===== config.mk =====
export PLATFORM = sky130hd
export DESIGN_NAME = adder_arbiter
export DESIGN_NICKNAME = d
export VERILOG_FILES = /design/src/rtl/adder_arbiter.sv
export SDC_FILE = /design/constraint.sdc
export NUM_CORES = 1
export LEC_CHECK = 0
export ABC_AREA = 1
export CAP_MARGIN = 20
export CELL_PAD_IN_SITES_DETAIL_PLACEMENT = 1
export CELL_PAD_IN_SITES_GLOBAL_PLACEMENT = 1
export CORE_AREA = 2 2 340 342
export DETAILED_ROUTE_END_ITERATION = 10
export DIE_AREA = 0 0 342 344
export PLACE_DENSITY_LB_ADDON = 0.1
export RECOVER_POWER = 25
export SYNTH_ARGS = -nofsm -noshare
export SYNTH_HDL_FRONTEND = slang
export SYNTH_SLANG_ARGS = --single-unit

===== constraint.sdc =====
create_clock -name clk -period 5.1 [get_ports clk]
set_input_delay 0.51 -clock clk [delete_from_list [all_inputs] [get_ports clk]]
set_output_delay 0.51 -clock clk [all_outputs]
set_load 0.03 [all_outputs]

===== src/rtl/adder_arbiter.sv =====
// Shares one registered adder among NUM_REQ valid/ready requesters: operand stage, then sum stage.
// Define ADDER_ARB_ROUND_ROBIN_EN for round-robin grants; otherwise the lowest requesting index always wins.
module adder_arbiter #(
    parameter int ADDER_WIDTH = 96,
    parameter int NUM_REQ     = 4,
    parameter int ID_WIDTH    = 2
) (
    input  logic                           clk,
    input  logic                           reset,
    input  logic [NUM_REQ-1:0]             req_valid,
    output logic [NUM_REQ-1:0]             req_ready,
    input  logic [NUM_REQ*ADDER_WIDTH-1:0] req_a,
    input  logic [NUM_REQ*ADDER_WIDTH-1:0] req_b,
    output logic                           res_valid,
    input  logic                           res_ready,
    output logic [ADDER_WIDTH:0]           res_sum,
    output logic [ID_WIDTH-1:0]            res_id,
    output logic                           busy
);

    logic                   s1_valid_q, s1_valid_d;
    logic [ADDER_WIDTH-1:0] a_q, a_d;
    logic [ADDER_WIDTH-1:0] b_q, b_d;
    logic [ID_WIDTH-1:0]    id_q, id_d;
    logic                   res_valid_q, res_valid_d;
    logic [ADDER_WIDTH:0]   res_sum_q, res_sum_d;
    logic [ID_WIDTH-1:0]    res_id_q, res_id_d;

    logic                   adv2;
    logic                   s1_adv;
    logic                   s1_can_load;
    logic                   found;
    logic                   accept;
    logic [ID_WIDTH-1:0]    gnt_id;
    logic [ADDER_WIDTH-1:0] a_sel;
    logic [ADDER_WIDTH-1:0] b_sel;

    assign adv2        = !res_valid_q || res_ready;
    assign s1_adv      = s1_valid_q && adv2;
    assign s1_can_load = !s1_valid_q || adv2;

`ifdef ADDER_ARB_ROUND_ROBIN_EN
    logic [ID_WIDTH-1:0] ptr_q, ptr_d;
    logic [NUM_REQ-1:0]  req_rot;
    logic [ID_WIDTH:0]   idx_sum;

    // Rotate the request vector so bit k is requester ptr+k, then map the winner back.
    always_comb begin
        found   = 1'b0;
        gnt_id  = '0;
        idx_sum = '0;
        req_rot = NUM_REQ'({req_valid, req_valid} >> ptr_q);
        for (int k = 0; k < NUM_REQ; k++) begin
            if (!found && req_rot[k]) begin
                found   = 1'b1;
                idx_sum = {1'b0, ptr_q} + (ID_WIDTH+1)'(k);
                if (idx_sum >= (ID_WIDTH+1)'(NUM_REQ)) begin
                    idx_sum = idx_sum - (ID_WIDTH+1)'(NUM_REQ);
                end
                gnt_id = idx_sum[ID_WIDTH-1:0];
            end
        end
    end

    always_comb begin
        ptr_d = ptr_q;
        if (accept) begin
            ptr_d = (gnt_id == ID_WIDTH'(NUM_REQ - 1)) ? '0 : gnt_id + 1'b1;
        end
    end

    always_ff @(posedge clk) begin
        if (reset) begin
            ptr_q <= '0;
        end else begin
            ptr_q <= ptr_d;
        end
    end
`else
    always_comb begin
        found  = 1'b0;
        gnt_id = '0;
        for (int k = 0; k < NUM_REQ; k++) begin
            if (!found && req_valid[k]) begin
                found  = 1'b1;
                gnt_id = ID_WIDTH'(k);
            end
        end
    end
`endif

    assign accept = found && s1_can_load && !reset;

    always_comb begin
        req_ready = '0;
        a_sel     = '0;
        b_sel     = '0;
        for (int i = 0; i < NUM_REQ; i++) begin
            if (gnt_id == ID_WIDTH'(i)) begin
                req_ready[i] = accept;
                a_sel        = req_a[i*ADDER_WIDTH +: ADDER_WIDTH];
                b_sel        = req_b[i*ADDER_WIDTH +: ADDER_WIDTH];
            end
        end
    end

    // Operand stage: a new accept may overwrite an entry that is leaving this edge.
    always_comb begin
        s1_valid_d = s1_valid_q;
        a_d        = a_q;
        b_d        = b_q;
        id_d       = id_q;
        if (accept) begin
            s1_valid_d = 1'b1;
            a_d        = a_sel;
            b_d        = b_sel;
            id_d       = gnt_id;
        end else if (s1_adv) begin
            s1_valid_d = 1'b0;
        end
    end

    always_comb begin
        res_valid_d = res_valid_q;
        res_sum_d   = res_sum_q;
        res_id_d    = res_id_q;
        if (s1_adv) begin
            res_valid_d = 1'b1;
            res_sum_d   = {1'b0, a_q} + {1'b0, b_q};
            res_id_d    = id_q;
        end else if (res_ready) begin
            res_valid_d = 1'b0;
        end
    end

    always_ff @(posedge clk) begin
        if (reset) begin
            s1_valid_q  <= 1'b0;
            a_q         <= '0;
            b_q         <= '0;
            id_q        <= '0;
            res_valid_q <= 1'b0;
            res_sum_q   <= '0;
            res_id_q    <= '0;
        end else begin
            s1_valid_q  <= s1_valid_d;
            a_q         <= a_d;
            b_q         <= b_d;
            id_q        <= id_d;
            res_valid_q <= res_valid_d;
            res_sum_q   <= res_sum_d;
            res_id_q    <= res_id_d;
        end
    end

    assign res_valid = res_valid_q;
    assign res_sum   = res_sum_q;
    assign res_id    = res_id_q;
    assign busy      = s1_valid_q || res_valid_q;

endmodule

# Word level (Yosys, flattened, before mapping)
# Cells that the tools add are included.
word_totals:
  in_bits: 775
  wordCells: 52
  register_bits: 295
  output_inout_bits: 105
op_classes:
  addsub: 1
  n_reduce_logical: 18
  mux: 23
  n_eq_ne: 3
ops:
  columns: ["cell", "count"]
  rows:
  - ["96-bit two-way mux", 8]
  - ["96-bit by 96-bit adder with 97-bit output", 1]
  - ["1-bit two-way mux", 13]
  - ["1-bit logical AND", 6]
  - ["1-bit logical NOT", 6]
  - ["2-bit equality test (second input constant)", 2]
  - ["2-bit two-way mux", 2]
  - ["2-bit nonzero test", 2]
  - ["1-bit logical OR", 3]
  - ["2-bit by 1-bit equality test with 1-bit output (second input constant)", 1]
  - ["2-bit logical NOT", 1]

# Logic depth before layout (Yosys ltp)
depth:
  ltp_word: 15
  depth_mapped: 17
  mapped_depth_nobuf: 17

# Least setup slack after synthesis
# Ideal clock, no wire load.
synth_timing:
  path_type: "input to output"
  startpoint: "in reset"
  endpoint: "out req_ready[0]"
  stages: 8
  setup_slack_ps: 2861
  arrival_time_ps: 1729
  path_buffers: 3
  required_ps: 4590
  cell_sequence: "buf_2 inv_2 nand2_1 nor2_4 inv_4 buf_2 buf_2 nor2_1"
synth_between:
  elab_chain_len: 3
synth_rtl:
  columns: ["element", "line", "source"]
  rows:
  - ["start: declaration", "9", "input logic reset,"]
  - ["1-bit logical NOT", "92", "assign accept = found && s1_can_load && !reset;"]
  - ["1-bit logical AND", "92", null]
  - ["1-bit two-way mux", "99", "if (gnt_id == ID_WIDTH'(i)) begin"]
  - ["end: declaration", "11", "output logic [NUM_REQ-1:0] req_ready,"]
# No other way between the ends.

# Worst setup path in the final report
layout_timing:
  startpoint: "in res_ready"
  endpoint: "reg res_sum_q[12] (netlist: res_sum[12])"
layout_between:
  elab_chain_len: 2
layout_rtl:
  columns: ["element", "line", "source"]
  rows:
  - ["start: declaration", "15", "input logic res_ready,"]
  - ["1-bit logical OR", "38", "assign adv2 = !res_valid_q || res_ready;"]
  - ["1-bit logical AND", "39", "assign s1_adv = s1_valid_q && adv2;"]
  - ["end signal: assignment", "151", "res_sum_q <= res_sum_d;"]
  - ["end: declaration", "26", "logic [ADDER_WIDTH:0] res_sum_q, res_sum_d;"]
# No other way between the ends.
# A chain may end at the register's enable or synchronous reset.

==> impl_metrics.tcl <==
set metrics [dict create \
    cap_violations 4 \
    num_rows 124 \
    rsz0062_at_grt "no" \
    worst_ep_arrival_time_ns 4.40 \
    synth_edf_count 0 \
    seq_power_share 0.320 \
    routed-via-count 32240 \
    firstDrtPassIters 5 \
    outcome "finished, violations left" \
    syn2layout_area_growth_pct 46.85 \
    cts_tree "yes" \
    post-route-min-period_ns 3.859 \
    vdd_drop_max_mv 0.2155 \
    placed_area_mm2 0.03487 \
    grt_max_degree 125 \
    design_area_mm2 0.03632 \
    place_congestion 0.9457 \
    intPower_mw 5.407 \
    worstMarginPinSlew_ns 2.804 \
    synth-async-reset-ratio 0 \
    p_sw_mw 3.064 \
    gr-total-overflow 0 \
    drv_slew 159 \
    power.total_mw 8.471 \
    fmax_ghz 0.2591 \
    drtAntennaViolNets 0 \
    drc 0 \
    place.detailed.hpwl_um 161500 \
    final_cell_mix "nand2_1, clkdlybuf4s50_1, inv_1" \
    hold_class "in2reg" \
    synth_cell_types 37 \
    cts_hold_buf 0 \
    viasPerCell 4.861 \
    core-area_mm2 0.1139 \
    wirelength_um 189900 \
    p_sw_frac 0.3617 \
    critical_path_class "in2reg" \
    pwr-share-clk 0.359 \
    final_common_cell "nand2_1" \
    avgRoutedWirePerCell_um 28.63 \
    cts_sinks 295 \
    hold_slack_ns 0.4050 \
    netlist_area_mm2 0.02474 \
    die_w_um 342 \
    nNetsFinal 5914 \
    hold_viol 0 \
    multi_input_area_mm2 0.01542 \
    die_area_mm2 0.1176 \
    postCtsSetupBuffers 0 \
    crit_fanout 42 \
    crit_required_ns 5.64 \
    cts_max_path_buffers 3 \
    reg2reg_slack_ns 1.33 \
    endpoint_kind "register" \
    antenna_found_initial 116 \
    ys.warnings.count 0 \
    track_usage 0.3125 \
    skew_ns 0.03038 \
    clock-root-buffer "clkbuf_16" \
    numPortBuffers 879 \
    ys_seq_area_frac 0.2387 \
    grt_pass1_wl_um 254800 \
    setup_viol 0 \
    insertion_delay_ns 0.63 \
    drt_iter0_markers 2950 \
    p_leak_nw 17.25 \
    maxSlewHeadroom -0.8693 \
    fin_crit_sh 0.7566 \
    cts_resized 0 \
    synth_nets 5160 \
    ios 880 \
    violations "capacitance limit, slew limit" \
    syn_avg_cell_area_um2 5.769 \
    yosys_most_used_dff "dfxtp_1" \
    first_global_vias 31520 \
    drive_above_1_share 0.04140 \
    cts_htree_levels 2 \
    netlist_instances 4288 \
    cts_inserted_buffers 40 \
    setup_tns_ns 0 \
    die_h_um 344 \
    nFillCells 14570 \
    start_kind "primary input" \
    cts.clk_slew.worst_paths_ns 0.06 \
    p_comb_frac 0.321 \
    final-seq-area_mm2 0.005906 \
    initial_utilization 0.2172 \
    ys_ff_latch 295 \
    power_density_mw_per_mm2 233.2 \
]
-- metrics by stage --
stage | std cells | utilization | setup WS (ns)
after floorplan | 4288 | - | 2.861
after global placement | 6512 | 0.3062 | 1.676
after detailed placement | 6512 | 0.3062 | 1.651
after CTS | 6584 | 0.3181 | 1.646
after global routing | 6602 | 0.3183 | 0.8150
final | 6632 | 0.3190 | 1.241
-- cells by family (layout without fill, tap and decap cells) --
| group | count (synthesis) | in the layout | synth area share |
|---|---|---|---|
| flip-flops | 295 | 295 | 0.2387 |
| adder cells (fa/ha/maj) | 97 | 97 | 0.04937 |
| AO/OA/AOI/OAI | 712 | 712 | 0.1801 |
| AND/OR/NAND/NOR | 2276 | 2276 | 0.3768 |
| buffers and inverters | 861 | 1645 | 0.1383 |
| other | 0 | 48 | 0 |
| XOR/XNOR | 47 | 47 | 0.01664 |
-- critical path, cell delays in order --
cell and delay (ns):
clkdlybuf4s50_1 0.46, inv_1 0.06, nand2_1 0.07, nand2_1 0.07
inv_1 1.28, clkbuf_1 1.43, nor2_1 0.10, nor2_1 0.17
o21ai_0 0.10, inv_1 0.12
-- cells in the mapped netlist (29+ instances only) --
library cell  count  area share
o21ai_0          87       0.018
inv_1           636       0.097
a21oi_1         275       0.056
dfxtp_1         295        0.24
nor2_2           43       0.011
inv_2            29      0.0044
nand4_1          37      0.0094
nand3_1         275       0.056
nor2_1          383       0.058
ha_1             96       0.049
buf_2            56       0.011
clkbuf_1        100       0.015
xor2_1           46       0.016
nand2_1        1482        0.22
o211ai_1        153       0.046
a22oi_1         169       0.051
-- power groups by stage --
stage	clock network (mW)	registers, mW	logic [mW]
floorplan	0	2.78	1.10
global placement	0	2.76	2.69
detailed placement	0	2.76	2.71
CTS	3.13	2.71	2.72
global route	3.20	2.72	2.91
finish	3.04	2.71	2.72
-- routing by layer --
| metal | GRT usage | vias up | routed length (µm) |
|---|---|---|---|
| li1 | - | 15230 | - |
| met1 | 0.4483 | 15510 | 89520 |
| met2 | 0.4673 | 1225 | 80560 |
| met3 | 0.07286 | 226 | 15450 |
| met4 | 0.07648 | 52 | 4042 |
| met5 | 0 | - | 315 |
-- registers in the layout, indices dropped and copies added (netlist names) --
name        count
s1_valid_q      1
res_id          2
b_q            96
res_valid       1
res_sum        97
a_q            96
id_q            2
-- worst paths after layout --
path / start / end / cells after the start
setup / recovery: res_ready / res_sum[12] / 10
hold / removal: reset / id_q[0] / 2
setup reg to reg: res_valid / res_sum[12] / 8
hold reg to reg: b_q[82] / b_q[82] / 2
-- layout make-up --
| class | count | share of cell area |
|---|---|---|
| clock buffers | 58 | 0.03303 |
| inverters | 666 | 0.06951 |
| repair buffers | 907 | 0.2506 |
| diodes | 48 | 0.003307 |
| clock inverters | 14 | 0.004340 |
| multi-input cells | 3132 | 0.4246 |
| flip-flops and latches | 295 | 0.1626 |
| well taps | 1512 | 0.05208 |
Power figures use the tool's default switching activity.
